[config.mk]
export PLATFORM = sky130hd
export DESIGN_NAME = bsearch_engine
export DESIGN_NICKNAME = d
export VERILOG_FILES = /design/src/rtl/bsearch_engine.sv
export SDC_FILE = /design/constraint.sdc
export NUM_CORES = 1
export LEC_CHECK = 0
export ABC_AREA = 1
export CAP_MARGIN = 30
export CORE_MARGIN = 5
export CORE_UTILIZATION = 57
export CTS_CLUSTER_SIZE = 40
export DETAILED_ROUTE_END_ITERATION = 12
export HOLD_SLACK_MARGIN = 0.12
export MAX_ROUTING_LAYER = met4
export PLACE_DENSITY = 0.91
export SLEW_MARGIN = 5
export SYNTH_ARGS = -nofsm -noshare
export SYNTH_HDL_FRONTEND = slang
export SYNTH_SLANG_ARGS = --single-unit
export TNS_END_PERCENT = 10
[constraint.sdc]
create_clock -name clk -period 5.64 [get_ports clk]
set_clock_uncertainty 0.2 [all_clocks]
set_input_delay 0.846 -clock clk [delete_from_list [all_inputs] [get_ports clk]]
set_output_delay 0.846 -clock clk [all_outputs]
set_load 0.05 [all_outputs]
[src/rtl/bsearch_engine.sv]
// Binary-search controller over a sorted external synchronous RAM.
// Reports found/loc/probes and supports ascending or descending order and any read latency.
module bsearch_engine #(
  parameter int unsigned DATA_W   = 8,
  parameter int unsigned ADDR_W   = 5,
  parameter int unsigned READ_LAT = 1
) (
  input  logic              clk,
  input  logic              reset,
  input  logic              start,
  input  logic              descending,
  input  logic [DATA_W-1:0] target,
  output logic [ADDR_W-1:0] mem_addr,
  input  logic [DATA_W-1:0] mem_rdata,
  output logic              busy,
  output logic              done,
  output logic              found,
  output logic [ADDR_W-1:0] loc,
  output logic [ADDR_W:0]   probes
);

  localparam int unsigned CNT_W = (READ_LAT > 1) ? $clog2(READ_LAT) : 1;
  localparam logic [ADDR_W-1:0] ADDR_MAX = {ADDR_W{1'b1}};

  localparam logic [2:0] S_IDLE    = 3'd0;
  localparam logic [2:0] S_SETUP   = 3'd1;
  localparam logic [2:0] S_WAIT    = 3'd2;
  localparam logic [2:0] S_COMPARE = 3'd3;
  localparam logic [2:0] S_DONE    = 3'd4;

  logic [2:0]        state, next_state;
  logic [ADDR_W-1:0] lo, hi, mid;
  logic [ADDR_W:0]   mid_sum;
  logic [CNT_W-1:0]  cnt;
  logic [DATA_W-1:0] tgt;
  logic              desc;
  logic              hit, go_lower, exhausted;

  // Midpoint and compare decision; mem_addr holds the current probe address
  always_comb begin
    mid_sum   = {1'b0, lo} + {1'b0, hi};
    mid       = ADDR_W'(mid_sum >> 1);
    hit       = (mem_rdata == tgt);
    go_lower  = desc ? (tgt > mem_rdata) : (tgt < mem_rdata);
    exhausted = go_lower ? (mem_addr == lo) : (mem_addr == hi);
  end

  // Next-state logic
  always_comb begin
    next_state = state;
    case (state)
      S_IDLE:    if (start) next_state = S_SETUP;
      S_SETUP:   next_state = S_WAIT;
      S_WAIT:    if (cnt == '0) next_state = S_COMPARE;
      S_COMPARE: next_state = (hit || exhausted) ? S_DONE : S_SETUP;
      S_DONE:    if (!start) next_state = S_IDLE;
      default:   next_state = S_IDLE;
    endcase
  end

  // State register, datapath and registered outputs
  always_ff @(posedge clk) begin
    if (reset) begin
      state    <= S_IDLE;
      mem_addr <= '0;
      busy     <= 1'b0;
      done     <= 1'b0;
      found    <= 1'b0;
      loc      <= '0;
      probes   <= '0;
      lo       <= '0;
      hi       <= ADDR_MAX;
      cnt      <= '0;
      tgt      <= '0;
      desc     <= 1'b0;
    end else begin
      state <= next_state;
      busy  <= (next_state == S_SETUP) || (next_state == S_WAIT) ||
               (next_state == S_COMPARE);
      done  <= (next_state == S_DONE);
      case (state)
        S_IDLE: begin
          if (start) begin
            tgt    <= target;
            desc   <= descending;
            probes <= '0;
            found  <= 1'b0;
            loc    <= '0;
            lo     <= '0;
            hi     <= ADDR_MAX;
          end
        end
        S_SETUP: begin
          mem_addr <= mid;
          cnt      <= CNT_W'(READ_LAT - 1);
        end
        S_WAIT: begin
          if (cnt != '0) cnt <= cnt - CNT_W'(1);
        end
        S_COMPARE: begin
          probes <= probes + (ADDR_W + 1)'(1);
          if (hit) begin
            found <= 1'b1;
            loc   <= mem_addr;
          end else if (!exhausted) begin
            if (go_lower) hi <= mem_addr - ADDR_W'(1);
            else          lo <= mem_addr + ADDR_W'(1);
          end
        end
        default: ;
      endcase
    end
  end

endmodule

Yosys cells after proc, flatten, opt, wreduce, memory -nomap -nowiden
Cells that the tools add are included.
{ "totals": {"ff_bits": 42, "input_bits": 20, "out_inout_bits": 19, "elab_cells": 73} }
{ "op_classes": {"add_sub_neg": 5, "order_cmp": 2, "eq_ne": 17, "mux": 26, "n_reduce_logical": 11} }
{ "op_table": {"columns": ["op", "n"], "rows": [
  ["two-way mux 5 bit", 9],
  ["one-hot mux 5 bit (2 select lines)", 3],
  ["one-hot mux 3 bit (5 select lines)", 1],
  ["equality test 3 x 2 -> 1 bit (second input constant)", 4],
  ["two-way mux 3 bit", 4],
  ["!= test 2 bit (second input constant)", 6],
  ["one-hot mux 6 bit (2 select lines)", 1],
  ["equality test 5 bit", 2],
  ["AND reduction 5 bit", 2],
  ["equality test 8 bit", 1],
  ["> comparator 8 bit", 1],
  ["< comparator 8 bit", 1],
  ["adder 5 x 5 -> 6 bit", 1],
  ["adder 6 x 1 -> 6 bit (second input constant)", 1],
  ["equality test 3 x 1 -> 1 bit (second input constant)", 2],
  ["equality test 3 bit (second input constant)", 2],
  ["two-way mux 6 bit", 1],
  ["adder 5 x 1 -> 5 bit (second input constant)", 1],
  ["two-way mux 1 bit", 5],
  ["subtractor 5 x 1 -> 5 bit (second input constant)", 1],
  ["one-hot mux 1 bit (2 select lines)", 2],
  ["AND reduction 2 bit", 2],
  ["nonzero test 2 bit", 2],
  ["logical NOT 3 bit", 1],
  ["other kinds (3)", 5]
]} }

Logic depth before layout (Yosys ltp)
Gate-level depths: netlist (run 1).
{ "depth": {"ltp_word": 9, "ltp_mapped": 22} }

Worst setup path before layout (run 1)
OpenSTA, ideal clock, no wires.
{ "synth_path": {"path_kind": "in2reg", "startpoint": "in mem_rdata[7]", "endpoint": "reg hi[0]", "setup_time_ns": 0.122, "arrival_time_ns": 2.501, "path_slack_ns": 2.817, "path_stages": 16, "n_path_buf": 1, "path_cell_list": "inv_1 -> ha_1 -> a21o_1 -> nor2_4 -> nand2_2 -> nand2_4 -> nand2_8 -> nand2_2 -> nand3_1 -> nand2_1 -> inv_1 -> nor2_2 -> nand3_2 -> buf_6 -> nand4_1 -> nand3_1"} }
{ "synth_via": {"elab_chain_len": 5} }
{ "synth_lines": {"columns": ["item", "line", "rtl"], "rows": [
  ["start, declared", "14", "input logic [DATA_W-1:0] mem_rdata,"],
  ["< comparator 8 bit or > comparator 8 bit (tied branches)", "44", "go_lower = desc ? (tgt > mem_rdata) : (tgt < mem_rdata);"],
  ["two-way mux 1 bit", "44", null],
  ["two-way mux 1 bit", "45", "exhausted = go_lower ? (mem_addr == lo) : (mem_addr == hi);"],
  ["!= test 2 bit (no source line)", null, null],
  ["AND reduction 5 bit (no source line) (*)", null, null],
  ["end signal, assigned", "106", "if (go_lower) hi <= mem_addr - ADDR_W'(1);"],
  ["end, declared", "32", "logic [ADDR_W-1:0] lo, hi, mid;"]
]} }
Mark *: on every way between the ends. The rest lies on a longest branch, timed or not.
A chain may end at the register's enable or synchronous reset.

Final worst setup path (run 1)
{ "layout_path": {"startpoint": "in mem_rdata[7]", "endpoint": "reg lo[1]"} }
{ "layout_via": {"elab_chain_len": 5} }
{ "layout_lines": {"columns": ["item", "line", "rtl"], "rows": [
  ["< comparator 8 bit or > comparator 8 bit (tied branches)", "44", null],
  ["two-way mux 1 bit", "44", null],
  ["two-way mux 1 bit", "45", null],
  ["!= test 2 bit (no source line)", null, null],
  ["AND reduction 5 bit (no source line) (*)", null, null],
  ["end signal, assigned", "107", "else lo <= mem_addr + ADDR_W'(1);"],
  ["end, declared", "32", null]
]} }
Marked as above.

==> results of run 1 <==
final timing paths:
path                                     startpoint                   to  cells after the start
worst max-delay path                   mem_rdata[7]   lo[1]$_SDFFE_PP0P_                     18
worst max register to register  tgt[5]$_SDFFE_PP0P_   lo[1]$_SDFFE_PP0P_                     17
worst min-delay path            loc[1]$_SDFFE_PP0P_  loc[1]$_SDFFE_PP0P_                      2
worst min register to register  loc[1]$_SDFFE_PP0P_  loc[1]$_SDFFE_PP0P_                      2
routing by layer:
| metal | up-vias | GRT usage, % | share of wire (%) |
|---|---|---|---|
| met1 | 1081 | 28.06 | 41 |
| met4 | 0 | 14.43 | 4.1 |
| met3 | 28 | 5.207 | 7.8 |
| met2 | 113 | 39.56 | 47 |
| met5 | - | - | 0 |
| li1 | 1175 | - | - |
per-stage QoR:
stage | instance area, um^2 | total power [W] | hold slack [ns]
final | 2884 | 0.0007797 | 0.2638
after global routing | 2884 | 0.0008295 | 0.3092
after CTS | 2884 | 0.0007804 | 0.2688
after detailed placement | 2798 | 0.0005888 | 0.2545
after global placement | 2798 | 0.0005791 | 0.2525
after floorplan | 2395 | 0.0005218 | 0.2331
logic make-up after synthesis:
logic type / Yosys count / share of synthesized area (%)
compound gates: 58 / 12.85
xor+xnor: 4 / 1.463
fa+ha+maj: 16 / 8.673
buf+inv: 55 / 9.038
flops: 41 / 34.27
simple gates: 160 / 33.70
report_power, final:
part,switching [W],internal (W)
Combinational,0.000158,0.0000928
Clock,0.000105,0.0000854
Sequential,0.0000264,0.000312
Total,0.000290,0.000490
area by class of cell:
type                            instances  share of cell area, %
Clock buffer                            5                  2.386
Clock inverter                          3                 0.6074
Inverter                               47                  6.117
Multi-Input combinational cell        238                  47.07
Sequential cell                        41                  28.46
Tap cell                               50                  2.169
Timing Repair Buffer                   38                  13.19
cells in the mapped netlist:
master	n
nand2_4	1
o211ai_1	1
nor3_4	1
nand3_4	2
dfxtp_1	41
o21ai_0	24
nand3b_1	1
a21oi_1	28
o31ai_1	2
nand4_4	1
nor2_4	2
xor2_1	3
a221oi_1	1
fa_1	1
nand3_2	2
nor2_2	5
a31o_2	1
nand4_1	11
inv_2	1
nor3_1	1
nand2_8	1
nand2_1	70
buf_1	1
buf_6	1
buf_2	2
a21o_1	1
nor2_1	26
inv_1	42
nand3_1	30
nand2_2	6
xnor2_1	1
clkinv_1	4
clkbuf_1	4
ha_1	15
registers in the layout, indices dropped and copies added, names as in the netlist:
register	flops
state	3
loc	5
hi	5
done	1
mem_addr	5
probes	6
busy	1
lo	5
found	1
tgt	8
desc	1
worst register-to-register path: cells and delay by family (launching register included):
family	cells	cell delay, ns
compound gates	1	0.17
flops	1	0.32
simple gates	15	1.58
fa+ha+maj	1	0.28
==> impl_results.md, run 1 <==
* Hold Vio Cnt, Final at 0
* Post-layout util at 71.58%
* Area grow syn2layout at 20.43%
* Core footprint at 4029 um^2
* Final min period at 3.396 ns
* Die Ht at 74.82 um
* Die width at 74.82 um
* Clk slew on worst S/H paths at 0.08 ns
* Port buffer count at 38
* Most area-consuming cells after synthesis: dfxtp_1 (34%), nand2_1 (11%), ha_1 (7.8%)
* Max H-tree Level at 2
* Clock Sinks at 41
* Final Max Slew Viols at 0
* Final setup fails at 0
* Least-Margin Pin Slew at 0.7385 ns
* # diodes at 0
* Area leader, netlist: dfxtp_1
* DRC violations left at 0
* Aggregate global routing overflow at 0
* Post-cts resize count at 0
* Synthesized net count at 370
* CP top delay family: simple AND/OR/NAND/NOR gates
* Synth Warn # at 0
* Most frequent cells in the layout: nand2_1 (70), inv_1 (42), dfxtp_1 (41)
* Commonest non-fill, non-tap cell in the layout: nand2_1
* Mapped Cells at 334
* CP max stage cell: clkdlybuf4s50_1
* Post-synthesis instance area at 2395 um^2
* Vias in the first global route at 2,427
* CTS tree: built
* RePlAce Congestion at 0.9712
* Worst Path Buf+Inv at 2
* Pin count of the biggest net entering global routing at 29
* Startpoint Class: input pin
* Initial drt markers at 213
* Post-CTS Setup Repair Bufs at 0
* #FFs+latches synth at 41
* Max-slew headroom at 50.46%
* Num ports at 39
* Synth cell types at 34
* Starting density of the core at 59.44%
* Worst path most repeated cell: nand2_1
* Vias at 2,397
* Clk_lat worst skew at 0.30 ns
* Die area at 5598 um^2
* Global-route wire length before repair at 10,340 um
* Place WS at 1.998 ns
* Worst-path cell chain: clkdlybuf4s50_1 > inv_1 > ha_1 > a21o_1 > nor2_4 > nand2_2 > nand2_4 > nand2_8 > nand2_1 > nand3_1 > nand2_1 > nand2_1 > nor2_2 > nand3_2 > nand3_2 > nand2_1 > nand2_1 > nor2_1
* Unrepaired setup endpoints after global routing: false
* Worst IR drop on VDD at 168.8 uV
* Dpl hpwl at 4401 um
* Reg-to-reg slack, setup at 2.99 ns
* Non-Filler Instances at 422
* Final worst path period share at 60.21%
* Fillcell total at 333
* Largest stage delay, worst path at 0.46 ns
* Syn Area/Cell at 7.170 um^2
* Worst EP required at 5.63 ns
* CP Max Fanout at 11
* Root Buffer Master: clkbuf_8
* Maxcap violations at 0
* Setup TNS at 0 ns
* Num CTS Buffers at 5
* Wire per inst at 14.20 um
* Status: finished clean
* Fmax at 0.2945 GHz
* DR pass1 iterations at 4
* Post-route ant nets at 0
* Share of post-route cells with drive strength above 1 at 8.333%
* Row count at 23
* Crit. End Element: flop
* Tot GR Track Use at 24.59%
* Via density per instance at 5.680
* Worst hold-check path type: reg -> reg
* Antenna violations before repair at 0
* Footprint of the multi-input gates at 1358 um^2
* Share of the yosys chip area belonging to registers at 34.27%
* Leak at 1.309 nW
* PD cells at 270.3 nW/um^2
* Worst Slack Setup Final at 2.244 ns
* Clock Tree Buf Depth at 2
* Post-Place Cells at 414
* Critical path arrival at 3.39 ns
* Drt total wl at 5993 um
* Register area at 820.8 um^2
* Nets at 407
* Critical path class: in -> reg
* Hold-fix buffers at CTS at 0
* Top cell type's share of synthesized area at 34.27%
Power figures use the tool's default switching activity.
==> run 2: changes to the inputs <==
--- a/config.mk
+++ b/config.mk
@@ -8,12 +8,12 @@
 export ABC_AREA = 1
 export CAP_MARGIN = 30
 export CORE_MARGIN = 5
-export CORE_UTILIZATION = 57
+export CORE_UTILIZATION = 53
 export CTS_CLUSTER_SIZE = 40
 export DETAILED_ROUTE_END_ITERATION = 12
 export HOLD_SLACK_MARGIN = 0.12
 export MAX_ROUTING_LAYER = met4
-export PLACE_DENSITY = 0.91
+export PLACE_DENSITY = 0.86
 export SLEW_MARGIN = 5
 export SYNTH_ARGS = -nofsm -noshare
 export SYNTH_HDL_FRONTEND = slang
==> constraint.sdc (replaced) <==
create_clock -name clk -period 3.2 [get_ports clk]
set_clock_uncertainty 0.2 [all_clocks]
set_input_delay 0.48 -clock clk [delete_from_list [all_inputs] [get_ports clk]]
set_output_delay 0.48 -clock clk [all_outputs]
set_load 0.05 [all_outputs]
==> run 2 against run 1 <==
Die area up 6.5%. Critical path depth unchanged. Via count down 1.6%. Non-clock buffer count up 6. Global-route usage down 3.5 points. Cell area up 2.7%. Sequential power up 76%. Hold slack better by 0.0033 ns. Sequential share of layout area down 0.75 points. Combinational power up 78%. Flip-flop and latch count unchanged. Routed wire length down 1.4%. Critical endpoint is now lo[4]$_SDFFE_PP0P_. Highest routed layer unchanged.
==> impl_results.md, run 2 (synthesis results as in run 1) <==
* Final setup fails at 0 (unchanged)
* Final Total Pwr at 0.001469 W (+88%)
* Register area at 820.8 um^2 (unchanged)
* Tot GR Track Use at 21.12% (-3.5 points)
* Initial drt markers at 209 (-1.9%)
* CP Max Fanout at 11 (unchanged)
* Core footprint at 4384 um^2 (+8.8%)
* Most frequent cells in the layout: nand2_1 (70), inv_1 (42), dfxtp_1 (41)
* Commonest non-fill, non-tap cell in the layout: nand2_1
* Status: finished clean
* Pin count of the biggest net entering global routing at 16 (-45%)
* Footprint of the multi-input gates at 1358 um^2 (unchanged)
* Antenna violations before repair at 0 (unchanged)
* Row count at 24 (+4.3%)
* DR pass1 iterations at 5 (+1)
* Aggregate global routing overflow at 0 (unchanged)
* Worst hold-check path type: reg -> reg
* Num CTS Buffers at 5 (unchanged)
* Share of post-route cells with drive strength above 1 at 9.524% (+1.2 points)
* Port buffer count at 38 (unchanged)
* Clk_lat worst skew at 0.30 ns (about the same)
* Max reg flops at 8 (unchanged)
* Vias at 2,359 (-1.6%)
* Clock Tree Buf Depth at 2 (unchanged)
* Fillcell total at 369 (+11%)
* # diodes at 0 (unchanged)
* Worst EP required at 3.19 ns (-2.44 ns)
* Maxcap violations at 0 (unchanged)
* Worst IR drop on VDD at 261.8 uV (+55%)
* Final worst path period share at 91.70%
* Critical path arrival at 2.93 ns (-0.46 ns)
* Wire per inst at 13.74 um (-3.2%)
* Leak at 1.353 nW (+3.3%)
* Die area at 5963 um^2 (+6.5%)
* Drt total wl at 5909 um (-1.4%)
* Startpoint Class: input pin
* PD cells at 496.0 nW/um^2 (+83%)
* Area grow syn2layout at 23.67%
* Unrepaired setup endpoints after global routing: false
* Hold Vio Cnt, Final at 0 (unchanged)
* Nets at 413 (+1.5%)
* Crit. End Element: flop
* Clk slew on worst S/H paths at 0.07 ns (about the same)
* Post-layout util at 67.55% (-4.0 points)
* Via density per instance at 5.486 (-3.4%)
* Top reg by flops: tgt
* Biggest regs: tgt x8, probes x6
* Least-Margin Pin Slew at 0.7747 ns (+0.03616 ns)
* Reg-to-reg slack, setup at 0.64 ns (-2.35 ns)
* Final Max Slew Viols at 0 (unchanged)
* Max H-tree Level at 2 (unchanged)
* CTS tree: built
* Final min period at 2.934 ns
* Post-route ant nets at 0 (unchanged)
* Fmax at 0.3408 GHz
* Post-CTS Setup Repair Bufs at 0 (unchanged)
* Clock Sinks at 41 (unchanged)
* Final hold slack at 0.2671 ns (+0.003288 ns)
* DRC violations left at 0 (unchanged)
* Post-cts resize count at 0 (unchanged)
* Dpl hpwl at 4446 um (+1.0%)
* Max-slew headroom at 47.96% (-2.5 points)
* Global-route wire length before repair at 10,180 um (-1.5%)
* Vias in the first global route at 2,254 (-7.1%)
* Starting density of the core at 54.62% (-4.8 points)
* Die Ht at 77.22 um (+3.2%)
* Critical path class: in -> reg
* Hold-fix buffers at CTS at 0 (unchanged)
* Die width at 77.22 um (+3.2%)
* RePlAce Congestion at 0.9810 (+1.0%)
* Num ports at 39 (unchanged)
* Root Buffer Master: clkbuf_8
run 2: cell count changes in the layout (fill, tap and decap cells not counted):
cell        previous run  this run
clkbuf_1               0         1
clkinvlp_4             1         0
buf_4                  0         6
clkbuf_8               5         6
clkinv_2               2         0
bufinv_16              0         1
run 2: layout make-up:
class	instances	share of cell area [%]
Multi-Input combinational cell	238	45.84
Sequential cell	41	27.71
Timing Repair Buffer	44	14.36
Inverter	47	5.957
Clock buffer	7	2.915
Tap cell	52	2.197
Clock inverter	1	1.014
run 2: layer usage:
metal,part of all wire [%],global-route usage (%),vias up
met1,43,26.19,1053
li1,-,-,1180
met2,47,32.74,102
met5,0,-,-
met3,7.6,4.684,24
met4,2.5,9.450,0
run 2: worst paths after layout:
check                 startpoint  depth (start not counted)                   to
min reg2reg  loc[1]$_SDFFE_PP0P_                          2  loc[1]$_SDFFE_PP0P_
min          loc[1]$_SDFFE_PP0P_                          2  loc[1]$_SDFFE_PP0P_
max reg2reg  tgt[7]$_SDFFE_PP0P_                         16   lo[4]$_SDFFE_PP0P_
max                 mem_rdata[7]                         18   lo[4]$_SDFFE_PP0P_
run 2: where the power goes:
group / total [W] / switching (W) / internal (W)
registers: 0.000594 / 0.0000441 / 0.000550
logic: 0.000446 / 0.000277 / 0.000169
clock network: 0.000429 / 0.000175 / 0.000254
total: 0.00147 / 0.000496 / 0.000973
run 2: worst max-delay path, stage by stage:
cell and delay [ns]:
clkdlybuf4s50_1 0.45, inv_1 0.04, ha_1 0.30, a21o_1 0.22
nor2_4 0.15, nand2_2 0.08, nand2_4 0.13, nand2_8 0.09
nand2_1 0.06, nand3_1 0.07, nand2_1 0.09, nand2_1 0.06
nor2_2 0.11, nand3_2 0.22, nand3_2 0.19, nand2_1 0.07
clkinv_1 0.06, nor2_2 0.03
run 2: stage by stage:
| step | worst slack (ns) | setup TNS [ns] | cell area, um^2 | instances |
|---|---|---|---|---|
| after detailed placement | -0.02719 | -0.07777 | 2845 | 422 |
| after floorplan | 0.7434 | 0 | 2395 | 334 |
| after global placement | 0.05839 | 0 | 2845 | 422 |
| after global routing | 0.03608 | 0 | 2962 | 430 |
| after CTS | 0.2775 | 0 | 2962 | 430 |
| final | 0.2657 | 0 | 2962 | 430 |
